==> config.mk <==
export PLATFORM = sky130hd
export DESIGN_NAME = nrisc_mem_sequencer
export DESIGN_NICKNAME = d
export VERILOG_FILES = /design/src/rtl/nrisc_mem_sequencer.sv
export SDC_FILE = /design/constraint.sdc
export NUM_CORES = 1
export LEC_CHECK = 0
export CAP_MARGIN = 20
export CELL_PAD_IN_SITES_DETAIL_PLACEMENT = 0
export CELL_PAD_IN_SITES_GLOBAL_PLACEMENT = 1
export CORE_AREA = 2 2 87 89
export CTS_CLUSTER_SIZE = 8
export DETAILED_ROUTE_END_ITERATION = 6
export DIE_AREA = 0 0 89 91
export PLACE_DENSITY_LB_ADDON = 0.05
export SLEW_MARGIN = 20
export SYNTH_ARGS = -nofsm -noshare
export SYNTH_HDL_FRONTEND = slang
export SYNTH_SLANG_ARGS = --single-unit
==> constraint.sdc <==
create_clock -name clock -period 3.7 [get_ports clock]
set_input_delay 0.74 -clock clock [delete_from_list [all_inputs] [get_ports clock]]
set_output_delay 0.74 -clock clock [all_outputs]
set_load 0.02 [all_outputs]
==> src/rtl/nrisc_mem_sequencer.sv <==
// Multicycle sequencer putting the nRisc core and a boot/debug loader on one
// single-port synchronous RAM: fetch, optional data access, then a commit pulse.
module nrisc_mem_sequencer #(
  parameter logic [7:0] DATA_BASE = 8'h80
) (
  input  logic        clock,
  input  logic        reset,
  input  logic        run,
  input  logic [7:0]  cpu_pc,
  input  logic [7:0]  cpu_endereco,
  input  logic [7:0]  cpu_dado_escrita,
  input  logic        cpu_ler,
  input  logic        cpu_escrever,
  output logic [7:0]  cpu_instr,
  output logic [7:0]  cpu_dado_lido,
  output logic        cpu_step,
  input  logic        ldr_req,
  input  logic        ldr_we,
  input  logic [7:0]  ldr_addr,
  input  logic [7:0]  ldr_wdata,
  output logic        ldr_gnt,
  output logic [7:0]  ldr_rdata,
  output logic        ldr_valid,
  output logic [7:0]  mem_addr,
  output logic [7:0]  mem_wdata,
  output logic        mem_we,
  output logic        mem_re,
  input  logic [7:0]  mem_rdata,
  output logic [15:0] instr_count,
  output logic        proto_err
);

  typedef enum logic [3:0] {
    S_IDLE,
    S_FETCH,
    S_FETCH_WAIT,
    S_DECODE,
    S_DATA_RD,
    S_DATA_RD_WAIT,
    S_DATA_WR,
    S_STEP,
    S_LDR,
    S_LDR_WAIT
  } state_t;

  state_t     state;
  logic [7:0] data_addr;

  // Core data addresses are relative to the data window; the sum wraps in 8 bits.
  assign data_addr = cpu_endereco + DATA_BASE;

  always_ff @(posedge clock or posedge reset) begin
    if (reset) begin
      state         <= S_IDLE;
      cpu_instr     <= '0;
      cpu_dado_lido <= '0;
      ldr_rdata     <= '0;
      ldr_valid     <= 1'b0;
      instr_count   <= '0;
      proto_err     <= 1'b0;
    end else begin
      ldr_valid <= 1'b0;
      unique case (state)
        S_IDLE: begin
          if (ldr_req)  state <= S_LDR;
          else if (run) state <= S_FETCH;
        end
        S_FETCH: state <= S_FETCH_WAIT;
        S_FETCH_WAIT: begin
          cpu_instr <= mem_rdata;
          state     <= S_DECODE;
        end
        S_DECODE: begin
          if (cpu_ler) begin
            if (cpu_escrever) proto_err <= 1'b1;
            state <= S_DATA_RD;
          end else if (cpu_escrever) begin
            state <= S_DATA_WR;
          end else begin
            state <= S_STEP;
          end
        end
        S_DATA_RD: state <= S_DATA_RD_WAIT;
        S_DATA_RD_WAIT: begin
          cpu_dado_lido <= mem_rdata;
          state         <= S_STEP;
        end
        S_DATA_WR: state <= S_STEP;
        S_STEP: begin
          instr_count <= instr_count + 16'd1;
          if (ldr_req)  state <= S_LDR;
          else if (run) state <= S_FETCH;
          else          state <= S_IDLE;
        end
        S_LDR: state <= ldr_we ? S_IDLE : S_LDR_WAIT;
        S_LDR_WAIT: begin
          // Valid pulse is registered alongside ldr_rdata so the two line up.
          ldr_rdata <= mem_rdata;
          ldr_valid <= 1'b1;
          state     <= S_IDLE;
        end
        default: state <= S_IDLE;
      endcase
    end
  end

  always_comb begin
    mem_addr  = '0;
    mem_wdata = '0;
    mem_we    = 1'b0;
    mem_re    = 1'b0;
    cpu_step  = 1'b0;
    ldr_gnt   = 1'b0;
    unique case (state)
      S_FETCH: begin
        mem_addr = cpu_pc;
        mem_re   = 1'b1;
      end
      S_DATA_RD: begin
        mem_addr = data_addr;
        mem_re   = 1'b1;
      end
      S_DATA_WR: begin
        mem_addr  = data_addr;
        mem_wdata = cpu_dado_escrita;
        mem_we    = 1'b1;
      end
      S_STEP: cpu_step = 1'b1;
      S_LDR: begin
        ldr_gnt   = 1'b1;
        mem_addr  = ldr_addr;
        mem_wdata = ldr_wdata;
        mem_we    = ldr_we;
        mem_re    = ~ldr_we;
      end
      default: ;
    endcase
  end

endmodule

Yosys cells after proc, flatten, opt, wreduce, memory -nomap -nowiden:

Index checks and enable logic that the tools add are counted.

* flip-flop bits (word level): 46

* $add $sub $neg: 2
* bitwise gates (word level): 1
* reductions and logical operators: 5
* mux-type cells: 15
* equality and inequality tests: 10

Operators with widths (number)
* 4-bit case mux with 8 select lines: 1
* 8-bit case mux with 3 select lines: 1
* 16-bit by 1-bit adder with 16-bit output (second input constant): 1
* 4-bit by 3-bit equality test with 1-bit output (second input constant): 4
* 4-bit two-way mux: 4
* 8-bit case mux with 2 select lines: 1
* 8-bit adder (second input constant): 1
* 4-bit by 2-bit equality test with 1-bit output (second input constant): 2
* 4-bit equality test (second input constant): 2
* 2-bit OR reduction: 3
* 1-bit two-way mux: 5
* 4-bit by 1-bit equality test with 1-bit output (second input constant): 1
* 4-bit logical NOT: 1
* 1-bit case mux with 2 select lines: 2
* 3-bit inequality test (second input constant): 1
* 3-bit AND reduction: 1
* 2-bit two-way mux: 1
* 1-bit inverter: 1

Logic depth before layout (Yosys ltp):

Gate-level depths: netlist (run 1).

* word-level depth: 3
* gate-level depth with buffers: 7
* mapped depth without buffers: 4

Worst setup path after synthesis (run 1):

OpenSTA, ideal clock, no wires.

* kind: register to output
* from: register state[1]
* to: output mem_wdata[0]
* arrival time: 1.533 ns
* cell stages (with the launch flop): 7
* path slack: 1.427 ns
* data required time: 2.960 ns
* path through: dfrtp_1 -> clkbuf_2 -> or2_2 -> buf_2 -> nor2_4 -> buf_4 -> a22o_1

* word-level cells in the longest chain between the ends: 2
* elaborated cells between the ends (all ways): 3
* those cells by class: eq/ne: 2; mux: 1

RTL lines
* from (decl): line 46 `state_t state;`
* from (signal assigned): line 95 `S_LDR: state <= ldr_we ? S_IDLE : S_LDR_WAIT;`
* 4-bit equality test or 4-bit by 3-bit equality test with 1-bit output (tied branches): line 114 `unique case (state)`
* 8-bit case mux with 2 select lines *: line 114
* to (decl): line 25 `output logic [7:0] mem_wdata,`

Mark *: on every way between the ends. The rest lies on a longest branch, timed or not.

Worst setup path after layout (run 1):

* from: register state[2]
* to: output mem_wdata[1]

Same word-level chain as after synthesis.

==> impl_metrics.yaml, run 1 <==
routing:
  routedWlPerCell_um: 14.74
  ant_nets: 0
  drc: 0
  vias: 1859
  first_iter_violations: 88
  viasPerCell: 4.659
  postRouteWirelength_um: 5881
  drtPass1Iterations: 5
global_route:
  grt_usage_pct: 14.64
  antenna_found_initial: 0
  grt_overflow: 0
  grt_pass1_wl_um: 9280
  grt_max_degree: 47
  grt_pass1_vias: 1865
place:
  portBuffers: 116
  gp_congestion: 0.7813
  hpwl_um: 4372
  detailedPlace.worstSlack_ps: 786.2
worst_setup_path:
  required_ps: 2960
  cp_max_fo: 15
  crit_path_start_kind: "flip-flop"
  worst_setup_path_end_kind: "output pin"
  crit_slowest_cell: "dfrtp_1"
  critical_path.cell_chain: "nand2b_1 > nor2_1 > a22o_1 > clkdlybuf4s50_1"
  cpPeakStageDelay_ps: 650
  worstPathArrival_ps: 2480
  path_buf_inv: 1
  r2r_slack_ps: 1810
  ff2ff_path_depth: 3
  r2r_end: "ldr_rdata[0]"
  worstSetupPathType: "reg2out"
  r2r_start: "state[2]"
  critical_path.top_delay_family: "simple AND/OR/NAND/NOR gates"
sta:
  fin_setup_tns_ps: 0
  finalWorstSetupSlack_ps: 481.8
  period_share_pct: 86.98
  skew_ps: 6.687
  hold_viol: 0
  min_period_ps: 3218
  finalMaxSlewViolations: 0
  setup_violations: 0
  worst_slew_pin_slew_ps: 679.8
  max_slew_margin_pct: 54.43
  rsz0062_at_grt: "no"
  fmax_ghz: 0.3107
clock_network:
  root_buffer: "clkbuf_8"
  clkTransAtPathRegs_ps: 80
  cts_tree: "done"
  cts_resized: 0
  numCtsBuffers: 5
  clkSinkCount: 46
  clk_latency_ps: 290
  clockBufferDepth: 2
  postCtsHoldBufs: 0
  post_cts_buffers: 0
  cts_max_level: 2
worst_hold_path:
  hold_depth: 1
  hold_path_end: "instr_count[15]"
  min_from: "instr_count[15]"
  min_path_type: "reg2reg"
die:
  die_x_um: 89
  num_io_pins: 117
  core_area_um2: 7137
  dieArea_um2: 8099
  rows: 31
  initial_utilization_pct: 30.56
  die_y_um: 91
pwr:
  sequentialPowerShare_pct: 33.8
  intPower_mw: 1.515
  swShare_pct: 38.79
  power_density_nw_per_um2: 703.6
  combPwrFrac_pct: 54.7
  clockPowerShare_pct: 11.6
  p_leak_nw: 1.466
  power_switching_mw: 0.9604
  ir_worst_vdd_v: 0.0004026
synthesis:
  synth_edf_count: 0
  synth_top_area_cell: "dfrtp_1"
  synth_top_flop_cell: "dfrtp_1"
  syn_area_um2: 2181
  synth_top_cell_area_share_pct: 52.78
  synth_cells: 184
  synth_nets: 240
  synth_seq_cells: 46
  syn_avg_cell_area_um2: 11.85
  synth.distinct_cells: 35
  async_reset_ff_share_pct: 100.0
  yosys-top-cells-area: "dfrtp_1 53%, mux2_2 13%, xnor2_1 4.8%"
  seq_area_frac_synth_pct: 52.78
  ys_warn_count: 0
layout:
  nets: 356
  drive_gt1_share_pct: 13.67
  n_antenna_cell: 0
  area_growth_pct: 61.33
job:
  drv_cap: 0
outcome:
  status: "completed"
## cell type report
cell class                 instances  area, µm²
fill                             678       3618
timing repair buffer             117       1181
sequential                        46       1151
multi-input combinational        119      942.2
tap                               99      123.9
clock buffer                       5      68.82
inverter                          11      41.29
clock inverter                     2      10.01
## how the worst max path moves through the flow
stage | slack (ps) | from | endpoint | cells past startpoint
after floorplan | 1430 | state[1] | mem_wdata[0] | 6
after global placement | 820 | ldr_we | mem_re | 5
after detailed placement | 790 | state[2] | mem_wdata[4] | 4
after CTS | 460 | state[2] | mem_wdata[4] | 4
after global routing | 280 | state[2] | mem_wdata[1] | 4
final | 480 | state[2] | mem_wdata[1] | 4
## placed cells by master (no fill, tap or decap)
| cell type | instances |
|---|---|
| nor3_2 | 2 |
| xnor2_1 | 12 |
| clkdlybuf4s50_1 | 116 |
| nor2_1 | 8 |
| nor3_1 | 5 |
| o211a_1 | 1 |
| nand2_1 | 8 |
| a21oi_1 | 2 |
| buf_12 | 1 |
| o41ai_1 | 1 |
| nor2_2 | 2 |
| clkbuf_8 | 5 |
| inv_1 | 10 |
| xor2_1 | 5 |
| and4b_1 | 1 |
| a221o_1 | 1 |
| a22o_1 | 8 |
| dfrtp_1 | 46 |
| a222oi_1 | 7 |
| ha_1 | 1 |
| nand3_1 | 7 |
| o31ai_1 | 1 |
| o21ai_0 | 1 |
| and3_1 | 3 |
| clkinv_2 | 2 |
| inv_2 | 1 |
| nand2b_1 | 5 |
| a31o_2 | 1 |
| nor2_4 | 1 |
| a21o_1 | 1 |
| a2111oi_0 | 1 |
| and4_1 | 1 |
| or2_2 | 1 |
| mux2_2 | 25 |
| nand4_1 | 5 |
| nor4_1 | 2 |
## cell families (layout without fill, tap and decap cells)
kind of cell | after synthesis | in the layout | share of synthesized area (%)
mux | 25 | 25 | 12.91
compound gates | 25 | 25 | 9.926
xor+xnor | 17 | 17 | 6.827
flops | 46 | 46 | 52.78
buf+inv | 19 | 135 | 4.015
fa+ha+maj | 1 | 1 | 0.5736
simple gates | 51 | 51 | 12.97
## state kept, by name, summed over array words and instances, names as in the netlist
signal,cells
cpu_instr,8
ldr_valid,1
ldr_rdata,8
state,4
instr_count,16
proto_err,1
cpu_dado_lido,8
## power groups by stage
stage	combinational [mW]	sequential [mW]	clock, mW
after floorplan	0.618	0.978	0
after global placement	1.36	0.847	0
after detailed placement	1.37	0.848	0
after CTS	1.37	0.839	0.302
after global routing	1.45	0.873	0.327
final	1.35	0.836	0.287
## worst reg2reg max path: cells and delay by family (launching register included)
family           cells  cell delay [ps]
multiplexers         1              400
AND/OR/NAND/NOR      2              820
flip-flops           1              560
## per-layer routing
metal  part of all wire (%)  global-route usage (%)  wire length (µm)
met5                      0                       0                 0
met1                     43                   18.90              2549
met2                     44                   23.20              2572
met4                    1.1                   4.104                67
met3                     12                   5.000               692
## per-stage QoR
step / utilization (%) / area, µm² / hold slack (ps) / cells / power, mW
2_1_floorplan: - / 2181 / 533.8 / 184 / 1.597
3_3_place_gp: 47.91 / 3420 / 463.9 / 391 / 2.203
3_5_place_dp: 47.91 / 3420 / 460.2 / 391 / 2.213
4_1_cts: 49.02 / 3498 / 485.8 / 398 / 2.510
5_1_grt: 49.30 / 3518 / 522.5 / 399 / 2.646
6_report: 49.30 / 3518 / 482.8 / 399 / 2.476
## cells in the mapped netlist, types with 5 or more instances
library cell  instances
nand2_1               8
xnor2_1              12
a222oi_1              7
inv_1                11
nand2b_1              5
xor2_1                5
dfrtp_1              46
a22o_1                8
nor2_1                8
nand4_1               5
nor3_1                5
nand3_1               7
mux2_2               25
No activity file was read; power rests on OpenSTA's default activity.
==> run 2, diff against run 1 <==
Settings changed: CORE_AREA 2 2 87 89 to 2 2 95 97, DIE_AREA 0 0 89 91 to 0 0 97 99.
Clock period 3.7 ns to 2.6 ns, I/O delays scaled along.
==> impl_metrics.yaml, run 2 (same netlist as run 1, synthesis figures left out) <==
place:
  gp_congestion: 0.8197
  portBuffers: 116
  hpwl_um: 4819
  dpl_cell_area_um2: 3538
  dp.cells: 411
layout:
  largest_reg_flops: 16
  area_growth_pct: 65.92
  final_cell_mix: "98 x clkdlybuf4s50_1, 45 x dfrtp_1, 25 x mux2_2"
  top_register: "instr_count"
  fin_area_um2: 3618
  final_common_cell: "clkdlybuf4s50_1"
  stdcell_count: 419
  drive_gt1_share_pct: 17.68
  nets: 366
  n_antenna_cell: 0
pwr:
  p_leak_nw: 1.603
  ir_worst_vdd_v: 0.0004615
  power_density_nw_per_um2: 1003
routing:
  viasPerCell: 4.589
  postRouteWirelength_um: 6399
  ant_nets: 0
  vias: 1923
  drtPass1Iterations: 5
  drc: 0
  routedWlPerCell_um: 15.27
  first_iter_violations: 73
die:
  num_io_pins: 117
  core_area_um2: 8551
  dieArea_um2: 9603
  rows: 34
  die_y_um: 99
  die_x_um: 97
  initial_utilization_pct: 25.50
sta:
  setup_violations: 0
  min_period_ps: 2506
  hold_viol: 0
  period_share_pct: 96.38
  fin_setup_tns_ps: 0
  fmax_ghz: 0.3991
  skew_ps: 5.312
  rsz0062_at_grt: "no"
  finalMaxSlewViolations: 0
  worst_slew_pin_slew_ps: 586.9
  max_slew_margin_pct: 60.83
worst_setup_path:
  critical_path.top_delay_family: "buffers and inverters"
  path_buf_inv: 2
  crit_slowest_cell: "clkdlybuf4s50_1"
  worstPathArrival_ps: 1990
  critical_path.cell_chain: "or2_2 > nor2_4 > buf_12 > clkdlybuf4s50_1"
  worstSetupPathType: "reg2out"
  worst_setup_path_end_kind: "output pin"
  crit_path_start_kind: "flip-flop"
  required_ps: 2080
  cpPeakStageDelay_ps: 610
  cp_max_fo: 18
outcome:
  status: "completed"
clock_network:
  numCtsBuffers: 5
  cts_tree: "done"
  root_buffer: "clkbuf_8"
  clockBufferDepth: 2
  cts_max_level: 2
  clkSinkCount: 46
  clkTransAtPathRegs_ps: 90
  clk_latency_ps: 300
  post_cts_buffers: 0
global_route:
  grt_usage_pct: 13.01
  grt_pass1_vias: 1947
  grt_max_degree: 27
  grt_overflow: 0
  grt_pass1_wl_um: 10210
  antenna_found_initial: 0
job:
  drv_cap: 0
worst_hold_path:
  min_path_type: "reg2reg"
==> run 2: final cells by class <==
type,count,area (µm²)
repair buffers,127,1250
fillers,829,4932
clock inverters,3,25.02
multi-input cells,119,945.9
well taps,108,135.1
clock buffers,5,68.82
inverters,11,41.29
flip-flops and latches,46,1152
==> run 2: path summary, 6_finish.rpt <==
check | start | slack [ps] | cells past startpoint | end
setup / recovery | state[0] | 90 | 4 | ldr_gnt
hold / removal | proto_err | 480 | 2 | proto_err
setup reg to reg | state[2] | 840 | 4 | ldr_rdata[1]
hold reg to reg | proto_err | 480 | 2 | proto_err
max in group asynchronous | reset | 1520 | 3 | cpu_instr[0]
min in group asynchronous | reset | 560 | 2 | instr_count[5]
==> run 2: worst register-to-register path, cell delays in order (launching register included) <==
cell	delay, ps
dfrtp_1	410
nand2b_1	200
buf_4	170
nor2_2	470
mux2_2	410
==> run 2: through the flow <==
stage               worst slack [ps]  util [%]  power (mW)  hold slack [ps]
finish                         94.17     42.32       3.628            476.0
detailed placement             144.3     41.38       3.277            451.6
CTS                            52.37     42.26       3.696            478.7
floorplan                      546.9         -       2.272            533.8
global placement               177.0     41.38       3.273            460.0
global route                   13.91     42.32       3.870            515.9
==> run 2: what timing repair did <==
item | in CTS | in global routing
hold buffers | 0 | 0
setup endpoints to repair | 17 | 4
cloned | 0 | 0
gates resized for setup | 18 | 3
==> run 2: per-layer routing <==
layer / GRT usage (%) / wire length [µm]
met2: 22.22 / 3010
met4: 3.250 / 49
met3: 4.823 / 582
met5: 0 / 0
met1: 15.59 / 2756
==> run 2: report_power, final <==
part           switching [mW]  internal, mW  leakage, nW  total, mW
sequential              0.183         0.970        0.577       1.15
combinational           0.998          1.02        0.982       2.02
clock                   0.261         0.194       0.0447      0.456
==> edit, RTL diff (config.mk and constraints of run 2) <==
Register the output `instr_count` once more; this adds one clock of latency there. The other outputs are not delayed to match.
--- a/src/rtl/nrisc_mem_sequencer.sv
+++ b/src/rtl/nrisc_mem_sequencer.sv
@@ -43,6 +43,8 @@
     S_LDR_WAIT
   } state_t;
 
+  logic [15:0] instr_count_s0;
+
   state_t     state;
   logic [7:0] data_addr;
 
@@ -56,7 +58,7 @@
       cpu_dado_lido <= '0;
       ldr_rdata     <= '0;
       ldr_valid     <= 1'b0;
-      instr_count   <= '0;
+      instr_count_s0 <= '0;
       proto_err     <= 1'b0;
     end else begin
       ldr_valid <= 1'b0;
@@ -87,7 +89,7 @@
         end
         S_DATA_WR: state <= S_STEP;
         S_STEP: begin
-          instr_count <= instr_count + 16'd1;
+          instr_count_s0 <= instr_count_s0 + 16'd1;
           if (ldr_req)  state <= S_LDR;
           else if (run) state <= S_FETCH;
           else          state <= S_IDLE;
@@ -137,5 +139,9 @@
     endcase
   end
 
+  always_ff @(posedge clock) begin
+    instr_count <= instr_count_s0;
+  end
+
 endmodule
 
Behaviour: not the same (a bounded check fails within 10 cycles, from zero or initial values and one cycle with reset high).
==> edit against run 2 <==
- hold slack lost 80 ps
- via count grew 7.5%
- fmax grew 2.4%
- sequential cell count grew 16
- utilization grew 5.6 points
- highest routed layer unchanged
- critical endpoint is now mem_addr[7]
- synthesized area grew 17%
- power grew 17%
- die area is the same
- setup slack gained 58 ps
- routed wire length grew 3.6%
- final area grew 13%
==> edit: results (changes against run 2) <==
Clock Pin Slew Worst Setup and Hold Paths=70 ps (-20 ps); Vias=2067 (+7.5%); Inserted Diodes=0 (unchanged); htree depth=3 (+1); 1st-iter DRT viols=30 (-59%); first drt pass iteration count=4 (-1); Port Buf Inserts=116 (unchanged); r2r startpoint=state[3]; largest delay contributor family on the critical path=buffers and inverters; layout cell share with drive strength beyond 1=0.192 (+0.0156); normalized max-slew margin=0.552 (-0.0560); post-synth top area share=0.450 (-0.0779); syn nets=262 (+9.2%); Post-synth top cells=46 x dfrtp_1, 26 x nand2_1, 24 x mux2_2; biggest regs=instr_count x16, instr_count_s0 x16; min-delay src=instr_count_s0[15]; CTS root buf=clkbuf_8; Hold Path Class=flip-flop to flip-flop; Num CTS Buffers=9 (+4); slowest stage delay, CP=380 ps (-230 ps); post-synthesis cell type count=41 (+17%); GR Util All Layers=0.138 (+0.00815); # fillers=830 (+0.12%); Max Clock Skew=7.04 ps (+1.72 ps); WHS Endpoint=instr_count[15]; DR WL/cell=14.7 um (-3.7%); RePlAce Congestion=0.757 (-7.6%); Critical Path Fanout Max=12 (-6); dpl hpwl=4880 um (+1.3%); Reg-to-Reg End=instr_count_s0[7]; ys async rst share=0.742 (-0.258); leakage power=0.00181 uW (+13%); status=completed; reg-to-reg slack, setup=860 ps (+20 ps); antenna violations before repair=0 (unchanged); reg2reg path depth=5 (+1); final net count=394 (+7.7%); Peak VDD IR=571 uV (+24%); PostCTS Resize Cnt=18 (unchanged); highest-delay cell along the critical path=dfrtp_1; top post-synthesis cells by area=dfrtp_1 45%, dfxtp_1 13%, mux2_2 11%, nand2_1 3.8%, xnor2_1 3.8%; Clock Latency Late Sink=340 ps (+40 ps); Sw Ratio=0.368 (-0.0295); post-synthesis sequential area ratio=0.575 (+0.0472); largest net degree at the start of global routing=32 (+19%); first-pass GRT wire length=10400 um (+2.0%); hold depth=0 (-2)
edit: layout make-up:
cell class / count / area share
clock buffer: 10 / 0.0336
clock inverter: 6 / 0.0150
multi-input combinational: 135 / 0.255
inverter: 4 / 0.00367
timing repair buffer: 126 / 0.301
tap: 108 / 0.0330
sequential: 62 / 0.360
edit: kinds of logic after synthesis:
family                     after synthesis  share of synthesized area
and+or+nand+nor                         68                      0.159
buffers and inverters                    9                     0.0200
xor gates and xnor gates                17                     0.0582
adders and majority gates                1                    0.00489
AOI/OAI and AO/OA                       24                     0.0724
muxes                                   25                      0.110
DFF                                     62                      0.575
edit: worst max path at each step:
stage / from / to / slack, ps / depth (start not counted)
detailed placement: ldr_we / mem_re / 180 / 5
global placement: ldr_we / mem_re / 170 / 5
finish: state[0] / mem_addr[7] / 150 / 6
global route: state[0] / mem_addr[1] / 30 / 7
CTS: state[0] / ldr_gnt / 30 / 4
floorplan: state[0] / mem_wdata[6] / 600 / 4
edit: metal layers:
layer | wire, um | vias to the layer above | GRT usage
li1 | - | 998 | -
met1 | 2750 | 988 | 0.164
met2 | 3390 | 62 | 0.229
met3 | 313 | 19 | 0.0426
met4 | 185 | 0 | 0.0672
met5 | 0 | - | 0
edit: power by group through the flow:
stage | Combinational (uW) | Clock [uW] | Sequential (uW)
floorplan | 870 | 0 | 1670
global placement | 2060 | 0 | 1420
detailed placement | 2070 | 0 | 1420
CTS | 2010 | 872 | 1410
global route | 2130 | 908 | 1440
finish | 1990 | 832 | 1400
edit: metrics by stage:
stage                     std cells  setup slack (ps)  total power, uW  hold WS, ps  area, um^2
final                           451               152             4230          396        4100
after CTS                       451              25.2             4290          401        4080
after floorplan                 206               598             2540          365        2560
after global routing            451              33.8             4480          411        4100
after detailed placement        435               178             3490          383        3910
after global placement          435               167             3480          384        3910
